[src/rtl/pipeline_stall_ctrl.sv]
// Stall/flush sequencer for an N-stage in-order pipeline: miss/hazard/redirect arbitration plus wait FSM and watchdog.
// Define PIPE_STALL_PERF_EN to add the saturating stall-cycle and flush-event counters.
module pipeline_stall_ctrl #(
    parameter int NSTAGES     = 5,
    parameter int ID_STAGE    = 1,
    parameter int REDIR_STAGE = 2,
    parameter int MEM_STAGE   = 3,
    parameter int MISS_TO     = 255,
    parameter int CNT_W       = 32
) (
    input  logic               Clk,
    input  logic               Rst,
    input  logic               i_imiss,
    input  logic               i_dmiss,
    input  logic               i_load_use,
    input  logic               i_redirect,
    output logic               o_pc_stall,
    output logic [NSTAGES-2:0] o_stall,
    output logic [NSTAGES-2:0] o_flush,
    output logic [1:0]         o_state,
    output logic               o_timeout
`ifdef PIPE_STALL_PERF_EN
   ,output logic [CNT_W-1:0]   o_stall_cycles,
    output logic [CNT_W-1:0]   o_flush_events
`endif
);

    localparam int WCNT_W = (MISS_TO < 1) ? 1 : $clog2(MISS_TO + 1);

    typedef enum logic [1:0] {RUN = 2'd0, IWAIT = 2'd1, DWAIT = 2'd2} state_t;

    generate
        if (NSTAGES < 4 || ID_STAGE < 1 || MEM_STAGE <= REDIR_STAGE ||
            MEM_STAGE > NSTAGES - 2 || MISS_TO < 1 || CNT_W < 1) begin : g_bad_params
            $error("pipeline_stall_ctrl: illegal parameter combination");
        end
    endgenerate

    state_t            state, state_nxt;
    logic [WCNT_W-1:0] wait_cnt;
    logic              do_dmiss, do_redir, do_lu, do_imiss;
    logic              in_wait, wait_entry, cnt_sat;

    // One-hot winner of the priority chain; Rst gating zeroes the outputs during reset.
    assign do_dmiss = Rst & i_dmiss;
    assign do_redir = Rst & ~i_dmiss & i_redirect;
    assign do_lu    = Rst & ~i_dmiss & ~i_redirect & i_load_use;
    assign do_imiss = Rst & ~i_dmiss & ~i_redirect & ~i_load_use & i_imiss;

    always_ff @(posedge Clk or negedge Rst) begin
        if (!Rst) state <= RUN;
        else      state <= state_nxt;
    end

    // A redirect while the D-miss is held is masked by priority, so it waits for release.
    always_comb begin
        state_nxt = RUN;
        if (do_dmiss)      state_nxt = DWAIT;
        else if (do_imiss) state_nxt = IWAIT;
    end

    always_comb begin
        o_pc_stall = 1'b0;
        o_stall    = '0;
        o_flush    = '0;
        if (do_dmiss) begin
            o_pc_stall         = 1'b1;
            for (int k = 0; k < NSTAGES - 1; k++)
                if (k < MEM_STAGE) o_stall[k] = 1'b1;
            o_flush[MEM_STAGE] = 1'b1;
        end else if (do_redir) begin
            for (int k = 0; k < NSTAGES - 1; k++)
                if (k < REDIR_STAGE) o_flush[k] = 1'b1;
        end else if (do_lu) begin
            o_pc_stall        = 1'b1;
            for (int k = 0; k < NSTAGES - 1; k++)
                if (k < ID_STAGE) o_stall[k] = 1'b1;
            o_flush[ID_STAGE] = 1'b1;
        end else if (do_imiss) begin
            o_pc_stall = 1'b1;
            o_flush[0] = 1'b1;
        end
    end

    assign o_state = state;

    // Watchdog: restarts on every wait-state entry (including IWAIT->DWAIT), counts every wait cycle.
    assign in_wait    = (state != RUN);
    assign wait_entry = (state_nxt != RUN) && (state_nxt != state);
    assign cnt_sat    = (wait_cnt == WCNT_W'(MISS_TO));

    always_ff @(posedge Clk or negedge Rst) begin
        if (!Rst) begin
            wait_cnt  <= '0;
            o_timeout <= 1'b0;
        end else if (wait_entry) begin
            wait_cnt <= '0;
        end else if (in_wait && !cnt_sat) begin
            wait_cnt <= wait_cnt + 1'b1;
            if (wait_cnt == WCNT_W'(MISS_TO - 1)) o_timeout <= 1'b1;
        end
    end

`ifdef PIPE_STALL_PERF_EN
    always_ff @(posedge Clk or negedge Rst) begin
        if (!Rst) begin
            o_stall_cycles <= '0;
            o_flush_events <= '0;
        end else begin
            if (o_pc_stall && !(&o_stall_cycles)) o_stall_cycles <= o_stall_cycles + 1'b1;
            if ((|o_flush) && !(&o_flush_events)) o_flush_events <= o_flush_events + 1'b1;
        end
    end
`endif

endmodule

[config.mk]
export PLATFORM = sky130hd
export DESIGN_NAME = pipeline_stall_ctrl
export DESIGN_NICKNAME = d
export VERILOG_FILES = /design/src/rtl/pipeline_stall_ctrl.sv
export SDC_FILE = /design/constraint.sdc
export NUM_CORES = 1
export LEC_CHECK = 0
export ABC_AREA = 1
export BUFFER_PORTS_ARGS = -buffer_cell sky130_fd_sc_hd__buf_4
export CORE_MARGIN = 2
export CORE_UTILIZATION = 50
export CTS_CLUSTER_SIZE = 25
export DETAILED_ROUTE_END_ITERATION = 8
export PLACE_DENSITY = 0.75
export SYNTH_ARGS = -nofsm -noshare
export SYNTH_HDL_FRONTEND = slang
export SYNTH_SLANG_ARGS = --single-unit
[constraint.sdc]
create_clock -name Clk -period 3.13 [get_ports Clk]
set_input_delay 0.313 -clock Clk [delete_from_list [all_inputs] [get_ports Clk]]
set_output_delay 0.313 -clock Clk [all_outputs]
set_load 0.01 [all_outputs]
==> results of run 1 <==
[registers in the layout, summed over array words and instances (netlist names)]
signal / flops
o_state: 2
o_timeout: 1
wait_cnt: 8
[per-layer routing]
metal / global-route usage (%) / vias up
met5: 0 / -
met4: 10.91 / 0
met3: 2.500 / 2
met2: 30.00 / 9
met1: 26.65 / 302
li1: - / 369
[Yosys cell counts (all sizes together)]
master and n:
dfrtp 11, nand2 41, nor3 1, and3 1
nor2 14, inv 19, nand3 9, conb 1
or2 1, buf 5, ha 2, o21ai 3
o21bai 1, xor2 2, nand4 1, a21oi 1
[per-stage QoR]
stage	total power [W]	setup WS [ps]	hold slack, ps	area, um2	utilization, %
final	0.0003328	1152	357.8	923.4	62.02
after global routing	0.0003553	1024	359.0	923.4	62.02
after CTS	0.0003387	1145	340.7	923.4	62.02
after detailed placement	0.0002392	1705	164.3	887.1	59.58
after global placement	0.0002370	1721	160.5	887.1	59.58
after floorplan	0.0002159	1860	17.41	792.0	-
[critical path: stages]
cell	delay, ps
dlygate4sd3_1	520
buf_4	200
nand2_1	110
nor2_2	150
nand2_1	110
o21ai_0	100
buf_4	150
[worst min-delay path by stage]
stage | to | cells after the start
finish | o_state[0]$_DFF_PN0_ | 4
global route | o_state[0]$_DFF_PN0_ | 4
CTS | o_state[0]$_DFF_PN0_ | 4
detailed placement | wait_cnt[7]$_DFFE_PN0P_ | 1
global placement | wait_cnt[7]$_DFFE_PN0P_ | 1
floorplan | o_state[0]$_DFF_PN0_ | 0
[cells by family (layout without fill, tap and decap cells)]
group           Yosys count  after routing
xor+xnor                  2              2
buf+inv                  24             39
flops                    11             11
fa+ha+maj                 2              2
other cells               1              2
simple gates             68             68
compound gates            5              5
[cell type report]
| cell class | instances | share of cell area [%] |
|---|---|---|
| Timing Repair Buffer | 16 | 13.28 |
| Inverter | 19 | 8.266 |
| Multi-Input combinational cell | 79 | 43.63 |
| Tap cell | 16 | 2.168 |
| Clock buffer | 4 | 2.846 |
| Sequential cell | 11 | 29.81 |
[timing repair]
action,4_1_cts,5_1_grt
hold buffers,1,0
hold endpoints to repair,11,0
endpoints found under the setup margin,0,0
[power breakdown]
group | total, W | switching (W) | internal [W]
Sequential | 0.000162 | 0.00000993 | 0.000152
Combinational | 0.0000748 | 0.0000435 | 0.0000314
Clock | 0.0000963 | 0.0000470 | 0.0000493
==> run summary, run 1 <==
Outcome -> completed
Dpl cells -> 140
I/O pins -> 18
Wl on met1 -> 688 um
First-pass GRT wire length -> 2.766 mm
Final wirelength -> 1.465 mm
FMAX -> 505.5 MHz
Layout Nets -> 138
Final Wtd Congestion -> 0.7612
DR pass1 iterations -> 3
R2R Setup Slk -> 1710 ps
CTS buffer count -> 3
Clk buf depth -> 2
DRC viols -> 0
Max VDD drop -> 0.2680 mV
CP max FO -> 13
Setup repair after global routing missed its margin -> false
Adder-Cell Fraction of Synth Area -> 3.175%
Met3 wire length -> 42 um
Crit start category -> input pin
Vias per std cell -> 4.703
Mux contribution to synthesized area -> 0%
Commonest cells after routing, fill and taps aside -> 38 x nand2_1, 16 x inv_1, 15 x buf_4
Setup TNS -> 0 ps
Setup violations, final -> 0
Root buf cell -> clkbuf_4
#FFs+latches synth -> 11
Final Critical Period -> 1978 ps
Period utilization -> 63.20%
CTS H-tree depth -> 1
Routed vias -> 682
Die area -> 1910 um2
Largest area contributor in the netlist -> dfrtp_1
Number of diodes -> 0
Port Buffers -> 15
Crit end category -> output pin
Final Non-Filler Cells -> 145
Netlist cell types -> 24
Area grow syn2layout -> 17.14%
Yosys warning count -> 0
Largest net degree at the start of global routing -> 14
Top routing layer used -> met4
R2r worst-path depth -> 9
Crit Reg-Reg Endpoint -> wait_cnt[4]$_DFFE_PN0P_
PD cells -> 360.4 nW/um2
FP Rows -> 14
Met2 wire len -> 723 um
Commonest non-fill, non-tap cell in the layout -> nand2_1
Share of cells above drive strength 1 -> 24.81%
Largest cells by area after synthesis -> dfrtp_1 35%, nand2_1 18%, inv_1 7.6%, nand3_1 5.1%, buf_4 4.8%
Post-Synth XOR/XNOR Area -> 2.222%
Resized Gates After CTS -> 0
Final Hold Viols -> 0
Storage cell area -> 275.3 um2
Post-Syn Instances -> 113
Starting Density -> 52.94%
Aggregate global-route resource usage -> 19.59%
GRT overflow -> 0
Fill count -> 135
Area of the multi-input gates -> 402.9 um2
Req. time, crit path -> 2820 ps
Crit path kind -> in -> out
Mapped Area -> 788.3 um2
Crit path capture -> o_flush[0]
TritonCTS Sinks -> 11
CP arrival -> 1670 ps
Number of global-route vias before repair -> 649
Syn avg cell area -> 6.976 um2
Slew Limit Fails -> 0
Reg-to-Reg Start -> wait_cnt[1]$_DFFE_PN0P_
CTS tree -> built
Combinational family with the most area after synthesis -> simple AND/OR/NAND/NOR gates
Critical path launch point -> Rst
Iter 0 DRT Violations -> 8
Clk Latency, worst-skew pair -> 260 ps
Static leakage -> 0.5196 nW
Die W -> 43.71 um
Clock Skew -> 3.102 ps
Hold path startpoint -> i_redirect
Simple-Gate Fraction of Synth Area -> 40.79%
Core ar. -> 1489 um2
Hold crit path type -> in -> reg
Max-Cap Viols -> 0
Yosys top cell area share -> 34.92%
Antenna-violating nets left -> 0
Antenna violations before repair -> 0
Post-CTS setup buffers -> 0
Sequential area share after synthesis -> 34.92%
Detailed placer's ending HPWL -> 1.185 mm
Routed WL per cell -> 10.10 um
Die H -> 43.71 um
Clk pin slew, worst setup/hold paths -> 70 ps
Complex-gate fraction of the synthesized area -> 3.968%
(Power assumes the default switching activity.)
==> inputs of run 2 (changes only) <==
--- a/config.mk
+++ b/config.mk
@@ -5,13 +5,13 @@
 export SDC_FILE = /design/constraint.sdc
 export NUM_CORES = 1
 export LEC_CHECK = 0
-export ABC_AREA = 1
+export ABC_AREA = 0
 export BUFFER_PORTS_ARGS = -buffer_cell sky130_fd_sc_hd__buf_4
 export CORE_MARGIN = 2
-export CORE_UTILIZATION = 50
+export CORE_UTILIZATION = 46
 export CTS_CLUSTER_SIZE = 25
 export DETAILED_ROUTE_END_ITERATION = 8
-export PLACE_DENSITY = 0.75
+export PLACE_DENSITY = 0.73
 export SYNTH_ARGS = -nofsm -noshare
 export SYNTH_HDL_FRONTEND = slang
 export SYNTH_SLANG_ARGS = --single-unit
==> constraint.sdc (replaced) <==
create_clock -name Clk -period 1.8 [get_ports Clk]
set_input_delay 0.18 -clock Clk [delete_from_list [all_inputs] [get_ports Clk]]
set_output_delay 0.18 -clock Clk [all_outputs]
set_load 0.01 [all_outputs]
==> run 2 against run 1 <==
  * Wire length down 7.2%
  * Utilization decreased by 5.1 points
  * Power grew 81%
  * Sequential share of layout area is 2.3 points higher
  * Via count down 19%
  * Largest cell class unchanged
  * Largest power group unchanged
==> run summary, run 2 <==
Outcome -> completed
Syn avg cell area -> 9.631 um2 (+38%)
Slew Limit Fails -> 0 (unchanged)
Synth cell count leaders -> 11 x dfrtp_1, 11 x nor2_1, 5 x buf_4, 5 x nand2_1
Crit end category -> output pin
Sequential area share after synthesis -> 37.61% (+2.7 points)
CP max FO -> 14 (+1)
#FFs+latches synth -> 11 (unchanged)
I/O pins -> 18 (unchanged)
Crit start category -> input pin
Clk pin slew, worst setup/hold paths -> 70 ps (about the same)
EDFF count, synth -> 0 (unchanged)
Largest area contributor in the netlist -> dfrtp_1
CP peak stage delay -> 530 ps (about the same)
Mapped Area -> 732.0 um2 (-7.1%)
Storage cell area -> 275.3 um2 (unchanged)
Starting Density -> 48.59% (-4.4 points)
Crit-path leading delay family -> buffers and inverters
Die W -> 43.89 um (+0.42%)
Area grow syn2layout -> 17.09% (about the same)
Final Util -> 56.89% (-5.1 points)
Worst path buffer plus inverter count -> 3 (unchanged)
Netlist cell types -> 32 (+33%)
Final Wtd Congestion -> 0.7687 (+0.99%)
Number of global-route vias before repair -> 560 (-14%)
Crit path kind -> in -> out
DR pass1 iterations -> 2 (-1)
First-pass GRT wire length -> 2.394 mm (-13%)
Commonest non-fill, non-tap cell in the layout -> buf_4
Worst-path cell chain -> dlygate4sd3_1 > buf_4 > nand2b_4 > nor3_2 > or2_2 > buf_4
Setup TNS -> 0 ps (unchanged)
Core ar. -> 1506 um2 (+1.2%)
Antenna violations before repair -> 0 (unchanged)
Largest net degree at the start of global routing -> 15 (+1)
Share of cells above drive strength 1 -> 31.87% (+7.1 points)
R2R Setup Slk -> 270 ps (-1440 ps)
Req. time, crit path -> 1620 ps (-1200 ps)
Clock Skew -> 1.446 ps (-1.657 ps)
CTS buffer count -> 3 (unchanged)
Top reg by flops -> wait_cnt
Reg-to-Reg Start -> wait_cnt[0]$_DFFE_PN0P_
Routed WL per cell -> 12.70 um (+26%)
Hold Slack -> 117.9 ps (-240.0 ps)
TritonCTS Sinks -> 11 (unchanged)
Top FF cell, synth -> dfrtp_1
Port Buffers -> 15 (unchanged)
Hold crit path type -> in -> reg
DRC viols -> 0 (unchanged)
Final wirelength -> 1.359 mm (-7.2%)
Die H -> 43.89 um (+0.42%)
Max-Cap Viols -> 0 (unchanged)
Clk Latency, worst-skew pair -> 270 ps (about the same)
Root buf cell -> clkbuf_4
Place WS -> 290.0 ps (-1415 ps)
Number of diodes -> 0 (unchanged)
Die area -> 1926 um2 (+0.85%)
Area of the multi-input gates -> 397.9 um2 (-1.2%)
PD cells -> 701.2 nW/um2 (+95%)
R2r worst-path depth -> 5 (-4)
Period utilization -> 94.39%
Detailed placer's ending HPWL -> 1.004 mm (-15%)
Hold path startpoint -> i_redirect
Antenna-violating nets left -> 0 (unchanged)
Final setup margin -> 100.9 ps (-1051 ps)
Worst Hold End -> o_state[0]$_DFF_PN0_
Static leakage -> 0.3674 nW (-29%)
Crit Reg-Reg Endpoint -> wait_cnt[6]$_DFFE_PN0P_
Aggregate global-route resource usage -> 17.25% (-2.3 points)
Iter 0 DRT Violations -> 7 (-1)
FMAX -> 588.6 MHz
Clk buf depth -> 2 (unchanged)
Layout Nets -> 100 (-28%)
Max reg flops -> 8 (unchanged)
Max VDD drop -> 0.4468 mV (+67%)
Critical path's slowest cell -> dlygate4sd3_1
Setup violations, final -> 0 (unchanged)
FP Rows -> 14 (unchanged)
Post-CTS setup buffers -> 0 (unchanged)
Yosys top cell area share -> 37.61% (+2.7 points)
Largest cells by area after synthesis -> dfrtp_1 38%, nor2_1 5.6%, buf_4 5.1%, a2111oi_4 3.8%, ha_1 3.4%
Fill count -> 141 (+4.4%)
Post-synth ARST share -> 100.0% (unchanged)
Cell mode on critical path -> buf_4
Vias per std cell -> 5.187 (+10%)
Routed vias -> 555 (-19%)
CTS tree -> built
Post-Syn Instances -> 76 (-33%)
GRT overflow -> 0 (unchanged)
CTS H-tree depth -> 1 (unchanged)
Commonest cells after routing, fill and taps aside -> 15 x buf_4, 11 x nor2_1, 11 x dfrtp_1
Setup repair after global routing missed its margin -> false
Final Hold Viols -> 0 (unchanged)
CP arrival -> 1520 ps (-150 ps)
Hold path depth -> 2 (-2)
Final Critical Period -> 1699 ps
Yosys warning count -> 0 (unchanged)
## run 2: repair_timing
action	4_1_cts	5_1_grt
resized for setup	0	1
setup endpoints to repair	0	3
hold buffers	1	0
hold endpoints to repair	11	0
## run 2: per-layer routing
metal | vias up | global-route usage [%] | routed length (um)
met2 | 15 | 25.59 | 606
li1 | 288 | - | -
met1 | 248 | 21.56 | 679
met4 | 0 | 10.91 | 20
met5 | - | 0 | 0
met3 | 4 | 5.417 | 52
## run 2: cell families after synthesis
logic type,share of synthesized area (%)
AO/OA/AOI/OAI,17.95
XOR/XNOR,1.197
adder cells (fa/ha/maj),3.418
buffers and inverters,8.718
flip-flops,37.61
multiplexers,2.735
other,0.5123
AND/OR/NAND/NOR,27.86
## run 2: through the flow
stage / cells / area (um2) / total power (W)
after floorplan: 77 / 735.7 / 0.0003931
after global placement: 102 / 819.5 / 0.0004306
after detailed placement: 102 / 819.5 / 0.0004333
after CTS: 107 / 855.8 / 0.0006099
after global routing: 107 / 857.1 / 0.0006446
final: 107 / 857.1 / 0.0006010
## run 2: cell type report
type,instances,area share (%)
Clock buffer,4,3.066
Inverter,4,1.752
Multi-Input combinational cell,56,46.42
Sequential cell,11,32.12
Tap cell,16,2.336
Timing Repair Buffer,16,14.31
## run 2: power breakdown
part | internal (W) | total (W) | switching [W]
sequential | 0.000269 | 0.000302 | 0.0000322
combinational | 0.0000607 | 0.000127 | 0.0000663
clock | 0.0000858 | 0.000172 | 0.0000866
total | 0.000416 | 0.000601 | 0.000185
## run 2: how the worst max path moves through the flow
stage,start,end,slack [ps],cells after the start
CTS,Rst,o_timeout$_DFFE_PN0P_,80,6
global placement,wait_cnt[0]$_DFFE_PN0P_,wait_cnt[6]$_DFFE_PN0P_,280,5
global route,Rst,o_pc_stall,6,6
finish,Rst,o_pc_stall,100,6
detailed placement,wait_cnt[0]$_DFFE_PN0P_,wait_cnt[6]$_DFFE_PN0P_,290,5
floorplan,wait_cnt[0]$_DFFE_PN0P_,wait_cnt[6]$_DFFE_PN0P_,460,5
==> inputs of run 3 (changes only) <==
--- a/config.mk
+++ b/config.mk
@@ -6,12 +6,13 @@
 export NUM_CORES = 1
 export LEC_CHECK = 0
 export ABC_AREA = 0
-export BUFFER_PORTS_ARGS = -buffer_cell sky130_fd_sc_hd__buf_4
+export BUFFER_PORTS_ARGS = -buffer_cell sky130_fd_sc_hd__buf_2
 export CORE_MARGIN = 2
 export CORE_UTILIZATION = 46
 export CTS_CLUSTER_SIZE = 25
 export DETAILED_ROUTE_END_ITERATION = 8
 export PLACE_DENSITY = 0.73
+export SKIP_CTS_REPAIR_TIMING = 1
 export SYNTH_ARGS = -nofsm -noshare
 export SYNTH_HDL_FRONTEND = slang
 export SYNTH_SLANG_ARGS = --single-unit
==> run 3 against run 2 <==
  * Via count is 5.2% higher
  * Critical path depth is 1 lower
  * Hold slack better by 41 ps
  * First-iteration DRC count is 71% lower
  * Register-to-register slack hardly changed
  * Die area stayed put
  * Cell count is 1.9% higher
  * Wire length is 2.5% higher
  * Clock skew is 0.77 ps higher
  * Non-clock buffer count is 2 higher
  * Clock-buffer cell count stayed put
  * Critical endpoint is now wait_cnt[6]$_DFFE_PN0P_
==> run summary, run 3 (synthesis results as in run 2) <==
Outcome -> completed
Critical path's slowest cell -> dfrtp_1
Die W -> 43.89 um (unchanged)
Busiest layer in global routing -> met2
Pint -> 0.0004114 W (-1.1%)
Clk buf depth -> 2 (unchanged)
CTS buffer count -> 3 (unchanged)
Final Wtd Congestion -> 0.7711 (+0.31%)
Crit-path leading delay family -> compound AO/OA/AOI/OAI gates
Commonest non-fill, non-tap cell in the layout -> buf_2
R2r worst-path depth -> 5 (unchanged)
Final Non-Filler Cells -> 109 (+1.9%)
Crit start category -> register
First-pass GRT wire length -> 2.359 mm (-1.5%)
FMAX -> 650.2 MHz (+10%)
DR pass1 iterations -> 2 (unchanged)
GRT overflow -> 0 (unchanged)
Req. time, crit path -> 1970 ps (+350 ps)
Hold crit path type -> in -> reg
Setup repair after global routing missed its margin -> false
Largest net degree at the start of global routing -> 10 (-5)
Starting Density -> 48.59% (unchanged)
TritonCTS Sinks -> 11 (unchanged)
Reg-to-Reg Start -> wait_cnt[0]$_DFFE_PN0P_
Port Buffers -> 15 (unchanged)
Hold path startpoint -> i_redirect
Max VDD drop -> 0.2858 mV (-36%)
PD cells -> 713.5 nW/um2 (+1.8%)
Final Critical Period -> 1538 ps (-161.2 ps)
Antenna violations before repair -> 0 (unchanged)
Setup TNS -> 0 ps (unchanged)
Period utilization -> 85.44% (-9.0 points)
CP max FO -> 4 (-10)
Hold path depth -> 2 (unchanged)
FP Rows -> 14 (unchanged)
Static leakage -> 0.3690 nW (+0.44%)
Met3 usage -> 2.500% (-2.9 points)
DRC viols -> 0 (unchanged)
Dpl cells -> 103 (+0.98%)
M2 GR Usage -> 27.06% (+1.5 points)
Routed vias -> 584 (+5.2%)
Number of global-route vias before repair -> 550 (-1.8%)
Iter 0 DRT Violations -> 2 (-5)
I/O pins -> 18 (unchanged)
Antenna-violating nets left -> 0 (unchanged)
Detailed placer's ending HPWL -> 1.020 mm (+1.7%)
Worst-path cell chain -> ha_1 > o21ai_0 > nor2_1 > a21oi_1 > a311oi_1
Layout Nets -> 102 (+2.0%)
Clk pin slew, worst setup/hold paths -> 70 ps (about the same)
Max-Cap Viols -> 0 (unchanged)
Crit Reg-Reg Endpoint -> wait_cnt[6]$_DFFE_PN0P_
Die area -> 1926 um2 (unchanged)
Routed WL per cell -> 12.78 um (+0.62%)
GR met1 Demand/Resource -> 21.09% (-0.46 points)
P_sw -> 0.0001850 W (about the same)
Aggregate global-route resource usage -> 17.18% (-0.071 points)
Top reg by flops -> wait_cnt
Root buf cell -> clkbuf_4
Final wirelength -> 1.393 mm (+2.5%)
Crit path kind -> reg -> reg
Commonest cells after routing, fill and taps aside -> 15 x buf_2, 11 x nor2_1, 11 x dfrtp_1
Crit end category -> register
Core ar. -> 1506 um2 (unchanged)
Clk Latency, worst-skew pair -> 270 ps (about the same)
Clock Skew -> 2.218 ps (+0.7720 ps)
CTS tree -> built
Combinational group share of total power -> 21.3% (+0.2 points)
Setup violations, final -> 0 (unchanged)
Flop pwr share -> 50.6% (+0.4 points)
Number of diodes -> 0 (unchanged)
Area grow syn2layout -> 14.19%
Die H -> 43.89 um (unchanged)
Clock share of power -> 28.1% (-0.6 points)
Max reg flops -> 8 (unchanged)
Worst path buffer plus inverter count -> 0 (-3)
Share of cells above drive strength 1 -> 31.18% (-0.69 points)
CP peak stage delay -> 420 ps (-110 ps)
Final Hold Viols -> 0 (unchanged)
CP arrival -> 1710 ps (+190 ps)
Vias per std cell -> 5.358 (+3.3%)
Sw frac -> 31.02% (+0.21 points)
CTS H-tree depth -> 1 (unchanged)
Slew Limit Fails -> 0 (unchanged)
Worst Hold End -> o_state[0]$_DFF_PN0_
R2R Setup Slk -> 260 ps (about the same)
==> run 3: final cells by class <==
type	count	area, um2
Fill cell	151	670.6
Multi-Input combinational cell	56	396.6
Sequential cell	11	275.3
Timing Repair Buffer	18	102.6
Clock buffer	4	26.28
Tap cell	16	20.02
Inverter	4	15.01
==> run 3: power by group through the flow <==
stage	clock, W	sequential [W]	combinational [W]
global route	0.000190	0.000307	0.000145
floorplan	0	0.000301	0.0000918
detailed placement	0	0.000307	0.000122
finish	0.000168	0.000302	0.000127
CTS	0.000175	0.000302	0.000125
global placement	0	0.000305	0.000118
==> run 3: worst max-delay path by stage <==
stage	startpoint	endpoint	depth (start not counted)
2_1_floorplan	wait_cnt[0]$_DFFE_PN0P_	wait_cnt[6]$_DFFE_PN0P_	5
3_3_place_gp	o_state[1]$_DFF_PN0_	o_timeout$_DFFE_PN0P_	4
3_5_place_dp	wait_cnt[0]$_DFFE_PN0P_	wait_cnt[6]$_DFFE_PN0P_	5
4_1_cts	wait_cnt[0]$_DFFE_PN0P_	wait_cnt[6]$_DFFE_PN0P_	5
5_1_grt	wait_cnt[0]$_DFFE_PN0P_	wait_cnt[6]$_DFFE_PN0P_	5
6_report	wait_cnt[0]$_DFFE_PN0P_	wait_cnt[6]$_DFFE_PN0P_	5
==> run 3: worst register-to-register path, stage by stage, from the launching register on <==
cell and delay [ps]:
dfrtp_1 420, ha_1 270, o21ai_0 170, nor2_1 230, a21oi_1 100, a311oi_1 250
==> run 3: per-layer routing <==
layer	part of all wire (%)	up-vias
li1	-	292
met1	43	273
met2	50	15
met3	4.5	4
met4	2.4	0
met5	0	-
==> run 3: per-stage QoR <==
| stage | area (um2) | power (W) | util, % | hold slack, ps | worst slack, ps |
|---|---|---|---|---|---|
| 6_report | 835.8 | 0.0005963 | 55.48 | 158.7 | 262.1 |
| 5_1_grt | 835.8 | 0.0006418 | 55.48 | 158.4 | 184.2 |
| 4_1_cts | 815.8 | 0.0006025 | 54.15 | -274.4 | 252.2 |
| 3_5_place_dp | 789.5 | 0.0004287 | 52.41 | 23.38 | 257.2 |
| 3_3_place_gp | 789.5 | 0.0004221 | 52.41 | 25.89 | 331.2 |
| 2_1_floorplan | 735.7 | 0.0003931 | - | -115.6 | 461.7 |
